[config.mk]
export PLATFORM = sky130hd
export DESIGN_NAME = instr_fetch_unit_flat
export DESIGN_NICKNAME = d
export VERILOG_FILES = /design/src/rtl/fetch_pkg.sv /design/src/rtl/instr_fetch_unit_if.sv /design/src/rtl/instr_fetch_unit_sync_fifo.sv /design/src/rtl/instr_fetch_unit.sv /design/src/flat_wrapper.sv
export SDC_FILE = /design/constraint.sdc
export NUM_CORES = 1
export LEC_CHECK = 0
export BUFFER_PORTS_ARGS = -buffer_cell sky130_fd_sc_hd__buf_2
export CORE_MARGIN = 2
export CORE_UTILIZATION = 45
export DETAILED_ROUTE_END_ITERATION = 12
export REMOVE_ABC_BUFFERS = 1
export SLEW_MARGIN = 20
export SYNTH_ARGS = -nofsm -noshare
export SYNTH_HDL_FRONTEND = slang
export SYNTH_SLANG_ARGS = --single-unit
export TNS_END_PERCENT = 30
[constraint.sdc]
create_clock -name clk -period 8 [get_ports clk]
set_input_delay 0 -clock clk [delete_from_list [all_inputs] [get_ports clk]]
set_output_delay 0 -clock clk [all_outputs]
set_load 0.05 [all_outputs]
[src/rtl/fetch_pkg.sv]
// Shared types and constants for the instruction fetch front end.
package fetch_pkg;

  localparam int          INSTR_W = 32;
  localparam logic [31:0] PC_INC  = 32'd4;

  typedef enum logic [1:0] {
    IDLE = 2'd0,
    REQ  = 2'd1,
    DROP = 2'd2
  } fetch_state_e;

  typedef struct packed {
    logic [31:0]        pc;
    logic [INSTR_W-1:0] inst;
  } fetch_entry_t;

endpackage

[src/rtl/instr_fetch_unit_if.sv]
// Instruction memory read port: req/addr held until ack, data valid in the ack cycle.
interface instr_fetch_unit_if
  import fetch_pkg::*;
();

  logic               mem_req;
  logic [31:0]        mem_addr;
  logic               mem_ack;
  logic [INSTR_W-1:0] mem_rdata;

  modport master (output mem_req, mem_addr, input  mem_ack, mem_rdata);
  modport slave  (input  mem_req, mem_addr, output mem_ack, mem_rdata);

endinterface

[src/rtl/instr_fetch_unit_sync_fifo.sv]
// Synchronous FIFO holding fetched {pc, inst} entries; flush beats push and pop.
module sync_fifo #(
  parameter int WIDTH = 64,
  parameter int DEPTH = 4
) (
  input  logic                     clk,
  input  logic                     rst,
  input  logic                     push,
  input  logic                     pop,
  input  logic                     flush,
  input  logic [WIDTH-1:0]         din,
  output logic [WIDTH-1:0]         head,
  output logic [$clog2(DEPTH):0]   count,
  output logic                     empty,
  output logic                     full
);

  localparam int AW = $clog2(DEPTH);
  localparam int CW = AW + 1;
  localparam logic [AW-1:0] PTR_ONE = 1;
  localparam logic [CW-1:0] CNT_ONE = 1;

  logic [WIDTH-1:0] mem [DEPTH];
  logic [AW-1:0]    rd_ptr, wr_ptr;
  logic             do_push, do_pop;

  assign empty   = (count == '0);
  assign full    = (count == CW'(DEPTH));
  assign do_push = push && !full;
  assign do_pop  = pop && !empty;
  assign head    = empty ? '0 : mem[rd_ptr];

  // NOTE: sequential state uses non-blocking assignments so every register samples pre-edge values.
  always_ff @(posedge clk) begin
    if (rst || flush) begin
      rd_ptr <= '0;
      wr_ptr <= '0;
      count  <= '0;
    end else begin
      if (do_push) wr_ptr <= wr_ptr + PTR_ONE;
      if (do_pop)  rd_ptr <= rd_ptr + PTR_ONE;
      case ({do_push, do_pop})
        2'b10:   count <= count + CNT_ONE;
        2'b01:   count <= count - CNT_ONE;
        default: count <= count;
      endcase
    end
  end

  // NOTE: storage has no reset; head is masked to zero while empty, so stale words never escape.
  always_ff @(posedge clk) begin
    if (do_push) mem[wr_ptr] <= din;
  end

endmodule

[src/rtl/instr_fetch_unit.sv]
// Fetch PC owner, memory request FSM and instruction buffer.
// Optional counters enabled by defining FETCH_STATS_EN.
module instr_fetch_unit
  import fetch_pkg::*;
#(
  parameter int          DEPTH    = 4,
  parameter logic [31:0] RESET_PC = 32'h0000_0000
) (
  input  logic               clk,
  input  logic               rst,
  instr_fetch_unit_if.master mem,
  output logic               inst_valid,
  output logic [INSTR_W-1:0] inst,
  output logic [31:0]        inst_pc,
  input  logic               inst_ready,
  input  logic               redirect,
  input  logic [31:0]        redirect_pc
`ifdef FETCH_STATS_EN
  ,
  output logic [31:0]        stat_fetched,
  output logic [31:0]        stat_dropped,
  output logic [15:0]        stat_flushes
`endif
);

  localparam int CW = $clog2(DEPTH) + 1;

  fetch_state_e  state, state_n;
  logic [31:0]   fetch_pc, fetch_pc_n, drop_addr;
  logic          ack, push, pop, flush;
  logic          fifo_empty, fifo_full;
  logic [CW-1:0] count;
  fetch_entry_t  wentry, head;

  assign ack           = mem.mem_req && mem.mem_ack;
  assign mem.mem_req   = (state != IDLE);
  // An abandoned request must keep presenting its original address until acked.
  assign mem.mem_addr  = (state == DROP) ? drop_addr : fetch_pc;
  assign wentry        = {fetch_pc, mem.mem_rdata};

  // NOTE: every always_comb output gets a default first so no path can infer a latch.
  always_comb begin
    state_n    = state;
    fetch_pc_n = fetch_pc;
    push       = 1'b0;
    pop        = inst_valid && inst_ready;
    flush      = 1'b0;
    if (redirect) begin
      flush      = 1'b1;
      pop        = 1'b0;
      fetch_pc_n = redirect_pc & ~32'd3;
      case (state)
        IDLE:    state_n = REQ;
        REQ:     state_n = ack ? REQ : DROP;
        DROP:    state_n = ack ? REQ : DROP;
        default: state_n = IDLE;
      endcase
    end else begin
      case (state)
        IDLE: if (!fifo_full) state_n = REQ;
        REQ: if (ack) begin
          push       = 1'b1;
          fetch_pc_n = fetch_pc + PC_INC;
          state_n    = (pop || count < CW'(DEPTH - 1)) ? REQ : IDLE;
        end
        DROP: if (ack) state_n = REQ;
        default: state_n = IDLE;
      endcase
    end
  end

  always_ff @(posedge clk) begin
    if (rst) begin
      state     <= IDLE;
      fetch_pc  <= RESET_PC;
      drop_addr <= RESET_PC;
    end else begin
      state    <= state_n;
      fetch_pc <= fetch_pc_n;
      if (redirect && state == REQ && !ack) drop_addr <= fetch_pc;
    end
  end

  sync_fifo #(
    .WIDTH ($bits(fetch_entry_t)),
    .DEPTH (DEPTH)
  ) u_fifo (
    .clk   (clk),
    .rst   (rst),
    .push  (push),
    .pop   (pop),
    .flush (flush),
    .din   (wentry),
    .head  (head),
    .count (count),
    .empty (fifo_empty),
    .full  (fifo_full)
  );

  assign inst_valid = !fifo_empty;
  assign inst       = head.inst;
  assign inst_pc    = head.pc;

`ifdef FETCH_STATS_EN
  always_ff @(posedge clk) begin
    if (rst) begin
      stat_fetched <= '0;
      stat_dropped <= '0;
      stat_flushes <= '0;
    end else begin
      if (push && stat_fetched != '1) stat_fetched <= stat_fetched + 32'd1;
      if (ack && (redirect || state == DROP) && stat_dropped != '1)
        stat_dropped <= stat_dropped + 32'd1;
      if (redirect && stat_flushes != '1) stat_flushes <= stat_flushes + 16'd1;
    end
  end
`endif

endmodule
[src/flat_wrapper.sv]
// flat-port wrapper written by rule: the top's interface ports become plain ports
module instr_fetch_unit_flat import fetch_pkg::*;
#(
  parameter int          DEPTH    = 4,
  parameter logic [31:0] RESET_PC = 32'h0000_0000
)
  (clk, rst, inst_valid, inst, inst_pc, inst_ready, redirect, redirect_pc, mem_mem_req, mem_mem_addr, mem_mem_ack, mem_mem_rdata);
  instr_fetch_unit_if mem_i ();
  input  logic clk;
  input  logic rst;
  output logic inst_valid;
  output logic [INSTR_W-1:0] inst;
  output logic [31:0] inst_pc;
  input  logic inst_ready;
  input  logic redirect;
  input  logic [31:0] redirect_pc;
  output wire logic [$bits(mem_i.mem_req)-1:0] mem_mem_req;
  output wire logic [$bits(mem_i.mem_addr)-1:0] mem_mem_addr;
  input wire logic [$bits(mem_i.mem_ack)-1:0] mem_mem_ack;
  input wire logic [$bits(mem_i.mem_rdata)-1:0] mem_mem_rdata;
  assign mem_mem_req = mem_i.mem_req;
  assign mem_mem_addr = mem_i.mem_addr;
  assign mem_i.mem_ack = mem_mem_ack;
  assign mem_i.mem_rdata = mem_mem_rdata;
  instr_fetch_unit #(.DEPTH(DEPTH), .RESET_PC(RESET_PC)) u_core (.clk(clk), .rst(rst), .mem(mem_i), .inst_valid(inst_valid), .inst(inst), .inst_pc(inst_pc), .inst_ready(inst_ready), .redirect(redirect), .redirect_pc(redirect_pc));
endmodule
==> impl_results.md, run 1 <==
- Core Region: 0.0288 mm2
- Maximum vdd drop: between 0.1 and 0.15 mV
- Initial DRT Pass Iterations: 4
- Largest net degree at the start of global routing: 66
- Final cell count without fillers: 1483
- Initial antenna violation count: 0
- Worst-margin pin slew: ~1000 ps
- EDFF count, synth: between 200 and 250
- Dpl hpwl: 16600 um
- Crit path arrival time: 3320 ps
- GRT Util Overall: 19.3%
- Remaining routing DRC violations: 0
- CTS Buf Count: 35
- GR met1 Demand/Resource: 27.3%
- Net count, final: between 1000 and 1500
- RSZ-0062 raised after global routing: no
- Synth Area in XOR/XNOR: approximately 1.1%
- Largest family of logic cells by synthesized area: multiplexers
- Mux contribution to synthesized area: 13.0%
- Launch point of the worst reg-to-reg path: u_core.state[0]
- First-pass GRT wire length: 45600 um
- Global routing's busiest layer: met2
- Yosys warning total: 0
- Die Wd: 175 um
- Via count: around 8000
- Routed wire length: between 20000 and 30000 um
- Post-synthesis cell type count: 51
- Cells on Worst Hold Path: 4
- Via density per instance: ~5.4
- CTS tree: yes
- Clock Path Buffers: 3
- # Post-CTS Setup Buffers: 0
- Die H: 175 um
- CP required: 8120 ps
- Synth async-reset ratio: 0%
- Buffers on Ports: 160
- Met2 Use GR: approximately a third
- Synth area leader: edfxtp_1
- Layout Area Growth over Synthesis: 21.8%
- Critical path type: reg2reg
- Hold Startpoint: inst_ready
- Ant. Diodes: 0
- Hold Violations, Final: 0
- TNS Setup: 0 ps
- Pwr dens: between 200 and 250 mW/mm2
- Area contributors post-synth: edfxtp_1 57%, dfxtp_1 11%, mux4_2 11%
- Reg2Reg Setup Slack: roughly 4800 ps
- Compound-Gate Fraction of Synth Area: approximately 4.6%
- Area of the mapped netlist: roughly 0.013 mm2
- Pins Over Slew Limit: 0
- Worst r2r dst: u_core.u_fifo.mem[3][62]
- Total power: ~3800 uW
- CTS Sinks: 319
- FP Rows: 62
- Number of global-route vias before repair: roughly 8000
- Final hold slack: around 30 ps
- Setup crit start kind: flip-flop
- Reg2Reg Depth: 5
- Final Skew: 8.92 ps
- H-tree levels: 2
- First DRT Iteration DRCs: about 550
- Final core utilization: between 50% and 60%
- Layout cells sized above 1: around 29%
- Leak: between 0.005 and 0.006 uW
- CP Capture Type: flip-flop
- RePlAce Congestion: between 0.7 and 0.8
- Final min period: about 3200 ps
- Yosys reg bits: roughly 320
- Die area: slightly above 0.03 mm2
- Wire per inst: 19.9 um
- Top-level I/O count: about 170
- Clock latency on the worst-skew pair: roughly 500 ps
- Final Cycle Share: about two fifths
- Global route overflow: 0
- Top_reg_cell synth: edfxtp_1
- Grt met3 use: around 3.5%
- Post-Synth Simple-Gate Area: 10.3%
- CTS Root Cell: clkbuf_16
- Cells after synthesis: ~860
- Max Cap Viol: 0
- Starting Density: a little under half
- Status: finished, final reports clean
- Sequential share of the synthesized area: between 60 and 70%
- Adder-cell share of the synthesized area: roughly 1.1%
- CP max FO: 62
- Post-synth top area share: ~57%
- HP Class: in2reg
- Max_slew headroom: ~31%
- FMAX: 312 MHz
- Syn Area/Cell: around 15 um2
- Clk pin slew, worst setup/hold paths: around 60 ps
- Endpoints failing setup: 0
- Dpl cells: 1356
- Routed Antenna Nets: 0
-- per-layer routing --
layer | wire length, um | share of wire (%) | up-vias
li1 | - | - | 3728
met1 | 13400 | 45 | 4014
met2 | 14100 | 48 | 226
met3 | 1600 | 5.4 | 38
met4 | 421 | 1.4 | 0
met5 | 0 | 0 | -
-- cell families after synthesis --
family	Yosys count
AOI/OAI and AO/OA	92
xor gates and xnor gates	16
adders and majority gates	11
buffers and inverters	81
DFF	319
muxes	90
other	1
and+or+nand+nor	252
-- state kept, by name (all words and copies together) (netlist names), named ones only --
register and flops:
u_core.drop_addr 30, u_core.u_fifo.count 3, u_core.state 2, u_core.u_fifo.rd_ptr 2, u_core.u_fifo.mem 248, u_core.fetch_pc 30, u_core.u_fifo.wr_ptr 2
-- critical path, cell delays in order, from the launching register on --
cell	delay, ps
dfxtp_1	400
inv_1	90
ha_1	280
nand3b_1	280
nor3_1	760
and2_4	930
-- worst max path at each step --
stage / start / depth (start not counted) / slack [ps] / to
2_1_floorplan: flip-flop / 2 / 4380 / inst[0]
3_3_place_gp: u_core.state[0] / 5 / 4860 / u_core.u_fifo.mem[0][21]
3_5_place_dp: u_core.state[0] / 5 / 4790 / u_core.u_fifo.mem[0][31]
4_1_cts: u_core.state[0] / 5 / 4780 / u_core.u_fifo.mem[0][35]
5_1_grt: u_core.state[0] / 5 / 4560 / u_core.u_fifo.mem[0][9]
6_report: u_core.state[0] / 5 / 4800 / u_core.u_fifo.mem[3][62]
-- synthesized netlist by cell type, types with 2 or more instances --
| master | count |
|---|---|
| nor4_1 | 5 |
| nand2_1 | 82 |
| buf_4 | 4 |
| and3_1 | 4 |
| a21oi_1 | 40 |
| a2111oi_0 | 4 |
| dfxtp_1 | 71 |
| a31oi_1 | 2 |
| clkbuf_2 | 2 |
| and2_1 | 66 |
| xor2_1 | 6 |
| ha_1 | 10 |
| nand3_1 | 10 |
| nand4_1 | 7 |
| nand4b_1 | 3 |
| o31ai_1 | 9 |
| edfxtp_1 | 248 |
| o21ai_0 | 7 |
| a221oi_1 | 2 |
| o31a_1 | 2 |
| or3_1 | 6 |
| or4_1 | 14 |
| nor3_1 | 4 |
| nor2_1 | 31 |
| and4_1 | 7 |
| mux4_2 | 62 |
| nand3b_1 | 2 |
| a211oi_1 | 10 |
| a311oi_1 | 12 |
| clkbuf_1 | 38 |
| buf_2 | 6 |
| mux2_2 | 27 |
| xnor2_1 | 10 |
| and4b_1 | 2 |
| inv_1 | 22 |
| buf_1 | 9 |
| or2_2 | 2 |
-- report_power, final --
part	internal [uW]	switching, uW
registers	1840	44.6
logic	137	266
clock network	938	616
total	2910	926
-- cell type report --
class,instances,area [um2]
well taps,384,480
multi-input cells,465,3990
flip-flops and latches,319,8880
clock inverters,7,57.6
repair buffers,230,1490
clock buffers,56,1060
fillers,2341,12700
inverters,22,82.6
-- stage by stage --
| stage | setup slack (ps) | area (um2) |
|---|---|---|
| final | 4800 | 16000 |
| after global routing | 4560 | 16000 |
| after CTS | 4780 | 16000 |
| after detailed placement | 4790 | 14300 |
| after global placement | 4860 | 14300 |
| after floorplan | 4380 | 12900 |
-- cells in the final DEF, fill, tap and decap left out, drive strengths merged, types with 6 or more instances in the layout --
master	n
and4	7
a21oi	40
o21ai	7
nand3	10
buf	166
inv	22
mux2	27
nor2	31
ha	10
a211oi	10
nor4	6
or3	6
mux4	62
clkinv	6
clkbuf	56
a311oi	12
edfxtp	248
or4	14
nand2	82
dlygate4sd3	64
dfxtp	71
o31ai	9
nand4	8
xnor2	10
xor2	6
and2	66
-- what timing repair did --
item	4_1_cts	5_1_grt
endpoints found under the hold margin	158	0
resized for setup	0	0
hold buffers	64	0
Power figures use the tool's default switching activity.
==> run 2, diff against run 1 <==
PLACE_DENSITY = 0.67   (was default)
clock period = 2.7 ns   (was 8 ns; I/O delays follow)
==> run 2 against run 1 <==
Compared with the run above: worst hold slack improved by 14 ps; worst setup slack got worse by 4600 ps; utilization increased by 1.6 points; final cell count increased by 2.6%; die area unchanged; largest cell class unchanged.
==> impl_results.md, run 2 (synthesized netlist as in run 1, its figures left out) <==
- Status: finished, final reports clean (unchanged)
- Pwr dens: 702 mW/mm2 (was 239 mW/mm2)
- RePlAce Congestion: 0.831 (was 0.779)
- Layout cells sized above 1: 31.7% (was 28.6%)
- CTS Buf Count: 34 (was 35)
- Final cell count without fillers: 1521 (was 1483)
- # Post-CTS Setup Buffers: 0 (unchanged)
- First-pass GRT wire length: 46400 um (was 45600 um)
- Via count: 8145 (was 8006)
- Worst-margin pin slew: 933 ps (was 1030 ps)
- H-tree levels: 2 (unchanged)
- Initial antenna violation count: 0 (unchanged)
- Power share of the sequential group: 47.8% (was 49.0%)
- Die Wd: 175 um (unchanged)
- Hold Violations, Final: 0 (unchanged)
- Leak: 0.00585 uW (was 0.00559 uW)
- Crit path arrival time: 2870 ps (was 3320 ps)
- Global route overflow: 0 (unchanged)
- Starting Density: 45.7% (unchanged)
- Wire per inst: 19.8 um (was 19.9 um)
- Largest register FFs: 248 (unchanged)
- Final Cycle Share: 91.2% (was 40.0%)
- Commonest non-fill, non-tap cell in the layout: edfxtp_1 (unchanged)
- Critical path type: reg2reg (unchanged)
- Routed Antenna Nets: 0 (unchanged)
- HP Class: in2reg (unchanged)
- Final core utilization: 57.3% (was 55.7%)
- CTS tree: yes (unchanged)
- CP Capture Type: flip-flop (unchanged)
- Critical path startpoint: u_core.fetch_pc[18] (was u_core.state[0])
- Routed wire length: 30100 um (was 29500 um)
- Die area: 0.0306 mm2 (unchanged)
- Clock latency on the worst-skew pair: 520 ps (was 500 ps)
- Met3 Routed Length: 1510 um (was 1600 um)
- Clock Path Buffers: 3 (unchanged)
- Core Region: 0.0288 mm2 (unchanged)
- Setup crit start kind: flip-flop (unchanged)
- FP Rows: 62 (unchanged)
- CTS Root Cell: clkbuf_16 (unchanged)
- Launch point of the worst reg-to-reg path: u_core.fetch_pc[18] (was u_core.state[0])
- Endpoints failing setup: 0 (unchanged)
- Layout Area Growth over Synthesis: 25.4% (was 21.8%)
- Most frequent cells in the layout: 248 x edfxtp_1, 160 x buf_2, 82 x nand2_1, 69 x dfxtp_1, 66 x dlygate4sd3_1 (was 248 x edfxtp_1, 160 x buf_2, 82 x nand2_1, 69 x dfxtp_1, 64 x dlygate4sd3_1)
- Switching Fraction: 24.1% (about the same)
- CP max FO: 12 (was 62)
- First DRT Iteration DRCs: 716 (was 546)
- Top-level I/O count: 167 (unchanged)
- Max_slew headroom: 37.8% (was 31.2%)
- Logic pwr share: 11.3% (was 10.5%)
- Wl on met1: 13500 um (was 13400 um)
- Reg2Reg Depth: 4 (was 5)
- Remaining routing DRC violations: 0 (unchanged)
- TNS Setup: 0 ps (unchanged)
- Top sig layer: met4 (unchanged)
- Via density per instance: 5.36 (was 5.40)
- Final instance area: 0.0165 mm2 (was 0.0160 mm2)
- RSZ-0062 raised after global routing: no (unchanged)
- Switch Pwr: 2800 uW (was 926 uW)
- FMAX: 406 MHz (was 312 MHz)
- GRT Util Overall: 19.8% (was 19.3%)
- Reg2Reg Setup Slack: 240 ps (was 4800 ps)
- Initial DRT Pass Iterations: 4 (unchanged)
- Pins Over Slew Limit: 0 (unchanged)
- CTS Sinks: 319 (unchanged)
- Biggest regs: u_core.u_fifo.mem: 248 flops, u_core.drop_addr: 30 flops, u_core.fetch_pc: 30 flops (unchanged)
- Setup crit end: u_core.fetch_pc[28] (was u_core.u_fifo.mem[3][62])
- Cell-internal power: 8780 uW (was 2910 uW)
- Clk network pwr share: 40.9% (was 40.5%)
- Largest Register: u_core.u_fifo.mem (unchanged)
- Dpl cells: 1393 (was 1356)
- Maximum vdd drop: 0.408 mV (was 0.136 mV)
- Met2 WL: 14600 um (was 14100 um)
- Dpl hpwl: 19100 um (was 16600 um)
- Clk pin slew, worst setup/hold paths: 60 ps (about the same)
- Fillers: 2290 (was 2341)
- Largest net degree at the start of global routing: 50 (was 66)
- Worst r2r dst: u_core.fetch_pc[28] (was u_core.u_fifo.mem[3][62])
- DP Area: 0.0147 mm2 (was 0.0143 mm2)
- Net count, final: 1191 (was 1153)
- Final Skew: 11.4 ps (was 8.92 ps)
- Buffers on Ports: 160 (unchanged)
- CP required: 3110 ps (was 8120 ps)
- Max Cap Viol: 0 (unchanged)
- Die H: 175 um (unchanged)
- Number of global-route vias before repair: 7959 (was 7979)
- Final min period: 2460 ps (was 3200 ps)
## run 2: what timing repair did
item                       CTS  global route
hold buffers                66             0
resized for setup            0             1
setup endpoints to repair    0             1
hold endpoints to repair   162             0
## run 2: how the worst min path moves through the flow
stage | startpoint | to | slack [ps] | cells past startpoint
after global routing | redirect | u_core.fetch_pc[25] | 60 | 3
after global placement | mem_mem_rdata[6] | u_core.u_fifo.mem[2][6] | 220 | 1
final | redirect | u_core.fetch_pc[25] | 40 | 3
after floorplan | rst | u_core.drop_addr[10] | 70 | 1
after CTS | redirect | u_core.fetch_pc[25] | 20 | 3
after detailed placement | mem_mem_rdata[6] | u_core.u_fifo.mem[0][6] | 220 | 1
## run 2: final cells by class
class | count | area [um2] | share of cell area, %
multi-input cells | 465 | 3990 | 24.2
well taps | 384 | 480 | 2.91
inverters | 22 | 82.6 | 0.500
repair buffers | 269 | 1910 | 11.6
clock buffers | 45 | 985 | 5.97
diodes | 1 | 2.50 | 0.0152
clock inverters | 16 | 179 | 1.08
flip-flops and latches | 319 | 8880 | 53.8
## run 2: power groups by stage
stage	logic [uW]	clock network [uW]	registers, uW
after CTS	1310	4850	5530
final	1310	4740	5530
after global placement	1220	0	5620
after detailed placement	1230	0	5630
after floorplan	777	0	5630
after global routing	1410	5040	5550
## run 2: routing by layer
layer  vias up  GRT usage (%)
met5         -              0
met4         0           4.62
met3        33           3.05
met2       256           31.8
met1      4054           28.6
li1       3802              -
## run 2: per-stage QoR
step / setup WS, ps / hold slack, ps / total power, uW
5_1_grt: 95.1 / 64.1 / 12000
6_report: 239 / 44.1 / 11600
3_3_place_gp: 298 / 216 / 6840
4_1_cts: 188 / 15.4 / 11700
3_5_place_dp: 206 / 221 / 6860
2_1_floorplan: -923 / 69.1 / 6410
## run 2: worst max-delay path, cell delays in order, from the launching register on
cell and delay (ps):
dfxtp_1 540, nand4_1 380, or4_1 680, or4_1 490, a311oi_1 260
